File: src/rtl/loader_pkg.sv
// Shared widths, state encoding and word/byte types for the byte-to-word loader.
package loader_pkg;
  localparam int WORD_W_DEF = 32;
  localparam int BYTE_W_DEF = 8;
  localparam int NBYTES     = WORD_W_DEF / BYTE_W_DEF;
  localparam int CNT_W      = $clog2(NBYTES);

  typedef enum logic {FILL = 1'b0, HOLD = 1'b1} state_t;

  typedef logic [WORD_W_DEF-1:0] word_t;
  typedef logic [BYTE_W_DEF-1:0] byte_t;
endpackage

File: src/rtl/byte_lane_shifter.sv
// Combinational lane writer: picks the byte lane to fill and builds the next word,
// starting from a cleared word when the held word is leaving.
module byte_lane_shifter
  import loader_pkg::*;
#(
  parameter int WORD_W = WORD_W_DEF,
  parameter int BYTE_W = BYTE_W_DEF,
  parameter int NL     = NBYTES,
  parameter int CW     = CNT_W
) (
  input  logic [WORD_W-1:0] word_i,
  input  logic [CW-1:0]     cnt_i,
  input  logic [BYTE_W-1:0] data_i,
  input  logic              wr_i,
  input  logic              clr_i,
  output logic [NL-1:0]     lane_we_o,
  output logic [WORD_W-1:0] word_o
);
  logic [CW-1:0] sel;

  always_comb begin
    // A cleared word always restarts at lane 0.
    sel       = clr_i ? '0 : cnt_i;
    lane_we_o = '0;
    word_o    = clr_i ? '0 : word_i;
    for (int i = 0; i < NL; i++) begin
      if (wr_i && (sel == CW'(i))) begin
        lane_we_o[i]                  = 1'b1;
        word_o[i*BYTE_W +: BYTE_W]    = data_i;
      end
    end
  end
endmodule

File: src/rtl/byte_word_loader.sv
// Packs a little-endian byte stream into words on a valid/ready output, flagging
// the frame's last word and zero-padding a partial one.
module byte_word_loader
  import loader_pkg::*;
#(
  parameter int WORD_W = WORD_W_DEF,
  parameter int BYTE_W = BYTE_W_DEF
) (
  input  logic              clk,
  input  logic              rst_n,
  input  logic              in_valid,
  output logic              in_ready,
  input  logic [BYTE_W-1:0] in_data,
  input  logic              in_last,
  output logic              out_valid,
  input  logic              out_ready,
  output logic [WORD_W-1:0] out_data,
  output logic              out_last,
  output logic              out_short
);
  localparam int NL = WORD_W / BYTE_W;
  localparam int CW = (NL > 1) ? $clog2(NL) : 1;

  state_t            state_q, state_d;
  logic [CW-1:0]     cnt_q, cnt_d;
  logic [WORD_W-1:0] word_q, word_d, shift_word;
  logic              last_q, last_d;
  logic              short_q, short_d;
  logic [NL-1:0]     lane_we;
  logic              in_xfer, out_xfer;

  assign out_valid = (state_q == HOLD);
  // While holding, a byte may only enter when the held word leaves in the same cycle.
  assign in_ready  = (state_q == FILL) || out_ready;
  assign in_xfer   = in_valid && in_ready;
  assign out_xfer  = out_valid && out_ready;
  assign out_data  = word_q;
  assign out_last  = last_q;
  assign out_short = short_q;

  byte_lane_shifter #(
    .WORD_W (WORD_W),
    .BYTE_W (BYTE_W),
    .NL     (NL),
    .CW     (CW)
  ) u_shifter (
    .word_i    (word_q),
    .cnt_i     (cnt_q),
    .data_i    (in_data),
    .wr_i      (in_xfer),
    .clr_i     (out_xfer),
    .lane_we_o (lane_we),
    .word_o    (shift_word)
  );

  always_comb begin
    state_d = state_q;
    cnt_d   = cnt_q;
    word_d  = word_q;
    last_d  = last_q;
    short_d = short_q;
    case (state_q)
      FILL: begin
        if (in_xfer) begin
          word_d = shift_word;
          if (lane_we[NL-1] || in_last) begin
            state_d = HOLD;
            cnt_d   = '0;
            last_d  = in_last;
            short_d = in_last && !lane_we[NL-1];
          end else begin
            cnt_d = cnt_q + CW'(1);
          end
        end
      end
      HOLD: begin
        if (out_xfer) begin
          word_d  = shift_word;
          state_d = FILL;
          cnt_d   = '0;
          last_d  = 1'b0;
          short_d = 1'b0;
          if (in_xfer) begin
            if (lane_we[NL-1] || in_last) begin
              state_d = HOLD;
              last_d  = in_last;
              short_d = in_last && !lane_we[NL-1];
            end else begin
              cnt_d = CW'(1);
            end
          end
        end
      end
      default: state_d = FILL;
    endcase
  end

  always_ff @(posedge clk or negedge rst_n) begin
    if (!rst_n) begin
      state_q <= FILL;
      cnt_q   <= '0;
      word_q  <= '0;
      last_q  <= 1'b0;
      short_q <= 1'b0;
    end else begin
      state_q <= state_d;
      cnt_q   <= cnt_d;
      word_q  <= word_d;
      last_q  <= last_d;
      short_q <= short_d;
    end
  end
endmodule

File: config.mk
export PLATFORM = sky130hd
export DESIGN_NAME = byte_word_loader
export DESIGN_NICKNAME = d
export VERILOG_FILES = /design/src/rtl/loader_pkg.sv /design/src/rtl/byte_lane_shifter.sv /design/src/rtl/byte_word_loader.sv
export SDC_FILE = /design/constraint.sdc
export NUM_CORES = 1
export LEC_CHECK = 0
export BUFFER_PORTS_ARGS = -buffer_cell sky130_fd_sc_hd__buf_2
export CAP_MARGIN = 20
export CORE_ASPECT_RATIO = 1.2
export CORE_MARGIN = 1.5
export CORE_UTILIZATION = 60
export CTS_BUF_LIST = sky130_fd_sc_hd__clkbuf_2 sky130_fd_sc_hd__clkbuf_4 sky130_fd_sc_hd__clkbuf_8
export CTS_CLUSTER_DIAMETER = 30
export DETAILED_ROUTE_END_ITERATION = 7
export PLACE_DENSITY = 0.93
export SYNTH_ARGS = -nofsm -noshare
export SYNTH_HDL_FRONTEND = slang
export SYNTH_HIERARCHICAL = 1
export SYNTH_SLANG_ARGS = --single-unit
File: constraint.sdc
create_clock -name clk -period 5.38 [get_ports clk]
set_input_delay 1.076 -clock clk [delete_from_list [all_inputs] [get_ports clk]]
set_output_delay 1.076 -clock clk [all_outputs]
set_load 0.01 [all_outputs]
## Yosys cells after proc, flatten, opt, wreduce, memory -nomap -nowiden

Cells that the tools add are included.

- Flip-flop bits (word level): 37
- Bits of input ports: 13
- Logic and storage cells: 58

- Multiplexer cells: 32
- Reduce and logical (&&, ||, !) cells: 13
- Equal/unequal tests: 6
- $add $sub $neg: 1
- Bitwise operators: 1

Operators with widths:

| operator | number |
|---|---|
| 2-to-1 mux 32 bit | 3 |
| one-hot mux 32 bit (2 select lines) | 1 |
| 2-to-1 mux 8 bit | 4 |
| 2-to-1 mux 1 bit | 16 |
| 2-to-1 mux 2 bit | 4 |
| logical AND 1 bit | 7 |
| inequality test 2 x 1 -> 1 bit (second input constant) | 3 |
| one-hot mux 1 bit (2 select lines) | 3 |
| equality test 2 bit (second input constant) | 2 |
| one-hot mux 2 bit (2 select lines) | 1 |
| AND reduction 3 bit | 1 |
| adder 2 x 1 -> 2 bit (second input constant) | 1 |
| equality test 2 x 1 -> 1 bit (second input constant) | 1 |
| logical NOT 2 bit | 1 |
| logical OR 1 bit | 2 |
| AND reduction 2 bit | 1 |
| logical NOT 1 bit | 1 |
| NOT 1 bit | 1 |

## Depth between registers and ports, before layout

Gate-level depths: netlist of run 1.

- Depth in word-level cells: 11
- Gate-level depth with buffers: 9
- Mapped depth without buffers: 6

## Cells and area by module

Netlist of run 1, hierarchy kept.

Modules (own cells, without submodules):

| module | cells each | instances | seq. area each (um^2) | area each (um^2) |
|---|---|---|---|---|
| byte_word_loader | 99 | 1 | 925.9 | 1659.1 |
| byte_lane_shifter | 100 | 1 | 0.0 | 734.5 |

## Worst setup path after synthesis of run 1

No wires, ideal clock.

- Path kind: input -> register
- Start point: in out_ready
- End point: reg cnt_q[1]
- Data required time: 5298 ps
- Setup slack: 2942 ps
- Library setup time: 82 ps
- Cell stages on the path: 8
- Data arrival time: 2356 ps
- Path buffers: 2
- Cell sequence: nand2b_4 buf_8 and2_2 buf_2 and4b_1 o31ai_1 a32oi_1 o22ai_1

- Elaborated cells between the ends (all ways): 14
- Classes of those cells: eq/ne (3); mux (5); reduce/logical (6)

RTL lines:

| element | RTL line | text |
|---|---|---|
| start: declaration | byte_word_loader.sv:16 | `input logic out_ready,` |
| logical OR 1 bit | byte_word_loader.sv:34 | `assign in_ready = (state_q == FILL) \|\| out_ready;` |
| via in_ready | byte_word_loader.sv:12 | `output logic in_ready,` |
| logical AND 1 bit | byte_word_loader.sv:35 | `assign in_xfer = in_valid && in_ready;` |
| via in_xfer | byte_word_loader.sv:30 | `logic in_xfer, out_xfer;` |
| logical AND 1 bit | byte_lane_shifter.sv:27 | `if (wr_i && (sel == CW'(i))) begin` |
| 2-to-1 mux 1 bit | byte_lane_shifter.sv:27 |  |
| via lane_we[3] | byte_word_loader.sv:29 | `logic [NL-1:0] lane_we;` |
| logical OR 1 bit | byte_word_loader.sv:66 | `if (lane_we[NL-1] \|\| in_last) begin` |
| 2-to-1 mux 2 bit | byte_word_loader.sv:66 |  |
| 2-to-1 mux 2 bit | byte_word_loader.sv:64 | `if (in_xfer) begin` |
| one-hot mux 2 bit (2 select lines) | byte_word_loader.sv:62 | `case (state_q)` |
| end signal: assignment | byte_word_loader.sv:107 | `cnt_q <= cnt_d;` |
| end: declaration | byte_word_loader.sv:25 | `logic [CW-1:0] cnt_q, cnt_d;` |

The timed path passes the listed nets, and every way through them passes these cells. The select of a mux whose other input is x is not followed.
A chain may end at the register's enable or synchronous reset.

## Final worst setup path of run 1

- Start point: in out_ready
- End point: out in_ready

- Cells in the longest elaborated chain, start to end: 1

Ends and longest elaborated chain:

| element | RTL line |
|---|---|
| logical OR 1 bit | byte_word_loader.sv:34 |
| end: declaration | byte_word_loader.sv:12 |

No other way between the ends.

==> results of run 1 <==
-- metal layers --
metal	global-route usage (%)	up-vias	part of all wire, %
met5	0	-	0
met2	38.9	42	51
met4	8.21	0	1.5
met3	7.13	6	3.7
met1	29.5	808	43
li1	-	761	-
-- registers in the layout (all words and copies together), names as in the netlist --
name	flops
out_short	1
cnt_q	2
out_last	1
out_data	32
out_valid	1
-- power by group through the flow --
stage          combinational, mW  sequential (mW)  clock (mW)
4_1_cts                    0.375            0.421       0.200
3_3_place_gp               0.359            0.420           0
6_report                   0.372            0.420       0.196
5_1_grt                    0.406            0.433       0.215
2_1_floorplan              0.252            0.442           0
3_5_place_dp               0.372            0.425           0
-- cell type report --
type                       count  share of cell area (%)
inverter                      10                    1.44
tap                           52                    2.50
multi-input combinational    133                    47.7
clock inverter                 2                   0.384
clock buffer                   6                    2.93
timing repair buffer          49                    9.50
sequential                    37                    35.5
-- cell usage in the layout (no fill, tap or decap), types with 2 or more instances in the layout --
master	count
nor2b_1	2
inv_1	10
o32ai_1	8
and2_2	2
dfrtp_1	37
nand2_1	10
a32oi_1	2
clkbuf_8	5
mux2i_1	24
clkinv_2	2
mux2_4	29
nand3b_1	2
nand2b_1	32
mux2_2	3
buf_2	48
-- worst min path at each step --
stage,startpoint,end,slack [ns],depth (start not counted)
after floorplan,out_last$_DFFE_PN0P_,out_last$_DFFE_PN0P_,0.53,1
after detailed placement,out_last$_DFFE_PN0P_,out_last$_DFFE_PN0P_,0.48,1
final,out_last$_DFFE_PN0P_,out_last$_DFFE_PN0P_,0.51,1
after global routing,out_last$_DFFE_PN0P_,out_last$_DFFE_PN0P_,0.55,1
after global placement,out_short$_DFFE_PN0P_,out_short$_DFFE_PN0P_,0.50,1
after CTS,out_last$_DFFE_PN0P_,out_last$_DFFE_PN0P_,0.51,1
-- metrics by stage --
step	instance area [sq um]	cells	hold slack, ns	util, %
6_report	2610	289	0.507	70.0
5_1_grt	2610	289	0.547	70.0
4_1_cts	2610	289	0.507	70.0
3_5_place_dp	2520	281	0.484	67.7
3_3_place_gp	2520	281	0.497	67.7
2_1_floorplan	2370	196	0.533	-
==> key figures, run 1 <==
Run status
  – Status: finished clean

Setup path
  – Worst Path Buf+Inv: 2
  – Most common cell on crit path: buf_2
  – Worst Path Arrival: 1.53 ns
  – Critical path type: input port to primary output
  – Crit path cell chain: buf_2, nand2b_4, buf_2
  – Crit. path cell count: 3
  – Worst setup path endpoint: in_ready
  – Largest stage delay on the critical path: 0.17 ns
  – Slowest cell on crit path: nand2b_4
  – R2r setup slk: 3.28 ns
  – Path depth of the worst reg2reg path: 5
  – Crit path max-delay family: buffers and inverters
  – Worst path required time: 4.30 ns
  – Worst Setup Start Kind: input port
  – Element type at the critical path end: primary output
  – Crit-path max FO: 7
  – Crit path from: out_ready
  – R2R Path Start: out_valid$_DFF_PN0_
  – RR Endpoint: out_data[20]$_DFFE_PN0P_

Clocking
  – CTS clk-pin slew, worst paths: 0.07 ns
  – TritonCTS buffer count: 5
  – Clock latency at the later pin of the worst-skew pair: 0.30 ns
  – TritonCTS clock tree: built
  – CTS Hold Bufs: 0
  – Sink Count: 37
  – Root Buffer: clkbuf_8
  – Post-CTS Setup Repair Bufs: 0
  – H-tree levels: 2
  – Resize count post-CTS: 0
  – Maximum root-to-sink buffer count: 2

Floorplan
  – Die ar.: 0.00434 sq mm
  – Rows: 24
  – Core area: 0.00372 sq mm
  – Initial core utilization: 63.7%
  – IO Pins: 49
  – Chip height: 71.9 um
  – Die width: 60.4 um

Detailed routing
  – TritonRoute pass-1 iters: 4
  – DRC viols: 0
  – Final WL: 4.64 mm
  – DRT iter0 DRCs: 95
  – DR vias: 1617
  – DRT antenna net count: 0
  – Routed WL per cell: 16.1 um
  – Vias per cell: 5.60

Finish
  – # fillers: 303
  – Sequential Area: 926 sq um
  – Ant diodes: 0
  – Share of post-route cells with drive strength above 1: 40.5%
  – Synth-to-Final Area Change: 9.86%
  – Final #Nets: 249
  – Footprint of the multi-input gates: 0.00124 sq mm

Hold path
  – Worst min path class: flop to flop

GRT
  – Initial antenna violation count: 0
  – Vias in the first global route: 1625
  – Gr ovfl total: 0
  – Largest net degree at the start of global routing: 43
  – Total GRT Usage: 23.7%
  – First-pass GRT wire length: 7.69 mm

Power and ir drop
  – Combinational power share: 37.6%
  – Switching Share: 34.0%
  – Static leakage: 1.41 nW
  – Internal Pwr Total: 0.652 mW
  – Power Density: 379 mW/mm^2
  – Sequential power share: 42.5%
  – Total chip power: 0.988 mW
  – Max VDD drop: 212 uV
  – P_sw: 0.336 mW
  – Clock power frac: 19.8%

Timing
  – Final setup TNS: 0 ns
  – Final Hold Violating Endpoints: 0
  – Tmin final: 2.61 ns
  – Final period utilization: 48.5%
  – Worst Tran Pin Value: 0.823 ns
  – Count of final max-slew check failures: 0
  – Final setup violating endpoints: 0
  – Rel. slew slack: 45.1%
  – RSZ-0062 raised after global routing: false
  – Fmax: 383 MHz
  – Skew final: 0.00460 ns
  – Setup ws final: 2.77 ns

Placed design
  – RD Place Congestion: 0.749
  – Final HPWL DP: 3.16 mm
  – Pre-CTS setup slack: 2.63 ns
  – Number of port buffers: 48

Synth
  – Warnings from Yosys: 6
  – Synth Net Count: 209
  – Syn Inst Count: 196
  – Average size of a mapped cell: 12.1 sq um
  – Cell area after synthesis: 0.00237 sq mm

Run
  – Max cap viols: 0
No activity file was read; power rests on OpenSTA's default activity.
==> run 2, diff against run 1 <==
- ABC_AREA: default -> 1
- CORE_UTILIZATION: 60 -> 51
- PLACE_DENSITY: 0.93 -> 0.85
- clock period: 5.38 -> 2.2 ns (I/O delays scaled with it)
==> run 2 against run 1 <==
Against the previous run: final cell count rose by 57%; via count rose by 41%; routed wire length rose by 15%; critical endpoint is now cnt_q[0]$_DFFE_PN0P_; largest power group is now combinational cells; highest routed layer unchanged.
==> key figures, run 2 <==
GRT
  – Gr ovfl total: 0 (unchanged)
  – Total GRT Usage: 22.8% (-0.94 points)
  – Vias in the first global route: 1960 (+21%)
  – Initial antenna violation count: 0 (unchanged)
  – Largest net degree at the start of global routing: 38 (-12%)
  – First-pass GRT wire length: 9.03 mm (+17%)

Setup path
  – Worst path required time: 2.40 ns (-1.90 ns)
  – R2R Path Start: out_valid$_DFF_PN0_
  – Worst Path Arrival: 1.98 ns (+0.45 ns)
  – R2r setup slk: 0.42 ns (-2.86 ns)
  – Path depth of the worst reg2reg path: 8 (+3)
  – RR Endpoint: cnt_q[0]$_DFFE_PN0P_
  – Crit-path max FO: 9 (+2)
  – Element type at the critical path end: flop
  – Worst Setup Start Kind: flop
  – Critical path type: flop to flop

Clocking
  – Clock latency at the later pin of the worst-skew pair: 0.28 ns (-0.02 ns)
  – TritonCTS buffer count: 5 (unchanged)
  – CTS clk-pin slew, worst paths: 0.07 ns (about the same)
  – TritonCTS clock tree: built
  – H-tree levels: 2 (unchanged)
  – CTS Hold Bufs: 0 (unchanged)
  – Maximum root-to-sink buffer count: 2 (unchanged)
  – Post-CTS Setup Repair Bufs: 0 (unchanged)
  – Root Buffer: clkbuf_8
  – Resize count post-CTS: 0 (unchanged)
  – Sink Count: 37 (unchanged)

Detailed routing
  – DRC viols: 0 (unchanged)
  – Routed WL per cell: 11.8 um (-26%)
  – DRT iter0 DRCs: 188 (+98%)
  – Vias per cell: 5.04 (-10%)
  – Final WL: 5.36 mm (+15%)
  – DR vias: 2281 (+41%)
  – DRT antenna net count: 0 (unchanged)
  – TritonRoute pass-1 iters: 4 (unchanged)

Timing
  – Rel. slew slack: 44.9% (-0.21 points)
  – Skew final: 0.00288 ns (-0.00172 ns)
  – Final Hold Violating Endpoints: 0 (unchanged)
  – Worst Tran Pin Value: 0.826 ns (+0.00311 ns)
  – RSZ-0062 raised after global routing: false
  – Count of final max-slew check failures: 0 (unchanged)
  – Setup ws final: 0.418 ns (-2.35 ns)
  – Tmin final: 1.78 ns
  – Fmax: 561 MHz
  – Final period utilization: 81.0%
  – Final setup TNS: 0 ns (unchanged)
  – Post-Route Hold Slack: 0.247 ns (-0.260 ns)
  – Final setup violating endpoints: 0 (unchanged)

Run
  – Max cap viols: 0 (unchanged)

Power and ir drop
  – Max VDD drop: 629 uV (+200%)
  – Static leakage: 1.63 nW (+16%)
  – Power Density: 1050 mW/mm^2 (+180%)

Floorplan
  – Die width: 65.3 um (+8.0%)
  – Core area: 0.00453 sq mm (+22%)
  – Initial core utilization: 52.4% (-11 points)
  – Chip height: 77.7 um (+8.1%)
  – Rows: 27 (+13%)
  – Die ar.: 0.00507 sq mm (+17%)
  – IO Pins: 49 (unchanged)

Placed design
  – Final HPWL DP: 3.71 mm (+17%)
  – RD Place Congestion: 0.884 (+18%)
  – Pre-CTS setup slack: 0.344 ns (-2.28 ns)
  – Number of port buffers: 48 (unchanged)

Synth
  – Cell area after synthesis: 0.00237 sq mm (unchanged)
  – Synth Net Count: 365 (+75%)
  – Warnings from Yosys: 6 (unchanged)
  – Syn Inst Count: 352 (+80%)
  – Average size of a mapped cell: 6.74 sq um (-44%)

Finish
  – Final #Nets: 407 (+63%)
  – Commonest non-fill, non-tap cell in the layout: nand2_1
  – Share of post-route cells with drive strength above 1: 21.3% (-19 points)
  – Synth-to-Final Area Change: 13.1%
  – Most frequent cells in the layout: 164 x nand2_1, 48 x buf_2, 38 x inv_1, 37 x dfrtp_1, 35 x nor2_1
  – Max FFs per register: 32 (unchanged)
  – Ant diodes: 0 (unchanged)

Hold path
  – Worst min path class: input port to async pin

Run status
  – Status: finished clean
-- run 2: power by group --
part | switching, mW | internal [mW]
Sequential | 0.192 | 0.880
Combinational | 0.806 | 0.419
Clock | 0.244 | 0.283
Total | 1.24 | 1.58
-- run 2: through the flow --
stage	cell area (sq um)	std cells	util (%)	total power, mW
2_1_floorplan	2370	352	-	2.00
3_3_place_gp	2580	445	57.0	2.28
3_5_place_dp	2580	445	57.0	2.31
4_1_cts	2680	453	59.3	2.84
5_1_grt	2680	453	59.3	3.05
6_report	2680	453	59.3	2.82
-- run 2: final cells by class --
class                   instances  area [sq um]
repair buffers                 51           263
clock inverters                 1          5.00
multi-input cells             256          1150
inverters                      43           166
well taps                      58          72.6
fillers                       446          1840
clock buffers                   7          96.3
flip-flops and latches         37           926
-- run 2: per-layer routing --
layer	vias up	track usage [%]	wire length [um]	share of wire, %
met4	0	10.6	101	1.9
met2	79	36.7	2660	50
met5	-	0	0	0
met3	9	4.20	309	5.8
met1	1037	29.3	2280	43
li1	1156	-	-	-
-- run 2: worst max-delay path by stage --
stage	from	end	slack, ns	cells past startpoint
floorplan	out_valid$_DFF_PN0_	out_short$_DFFE_PN0P_	0.59	11
global placement	out_ready	out_short$_DFFE_PN0P_	0.39	11
detailed placement	out_ready	out_short$_DFFE_PN0P_	0.34	11
CTS	out_valid$_DFF_PN0_	out_short$_DFFE_PN0P_	0.42	10
global route	out_valid$_DFF_PN0_	out_short$_DFFE_PN0P_	0.21	10
finish	out_valid$_DFF_PN0_	cnt_q[0]$_DFFE_PN0P_	0.42	8
-- run 2: worst max-delay path, stage by stage (launching register included) --
cell and delay (ns):
dfrtp_1 0.42, nand2_1 0.14, inv_1 0.30, inv_2 0.14
nand4_2 0.18, inv_1 0.08, nor2_1 0.19, o21ai_0 0.12
o22ai_1 0.13
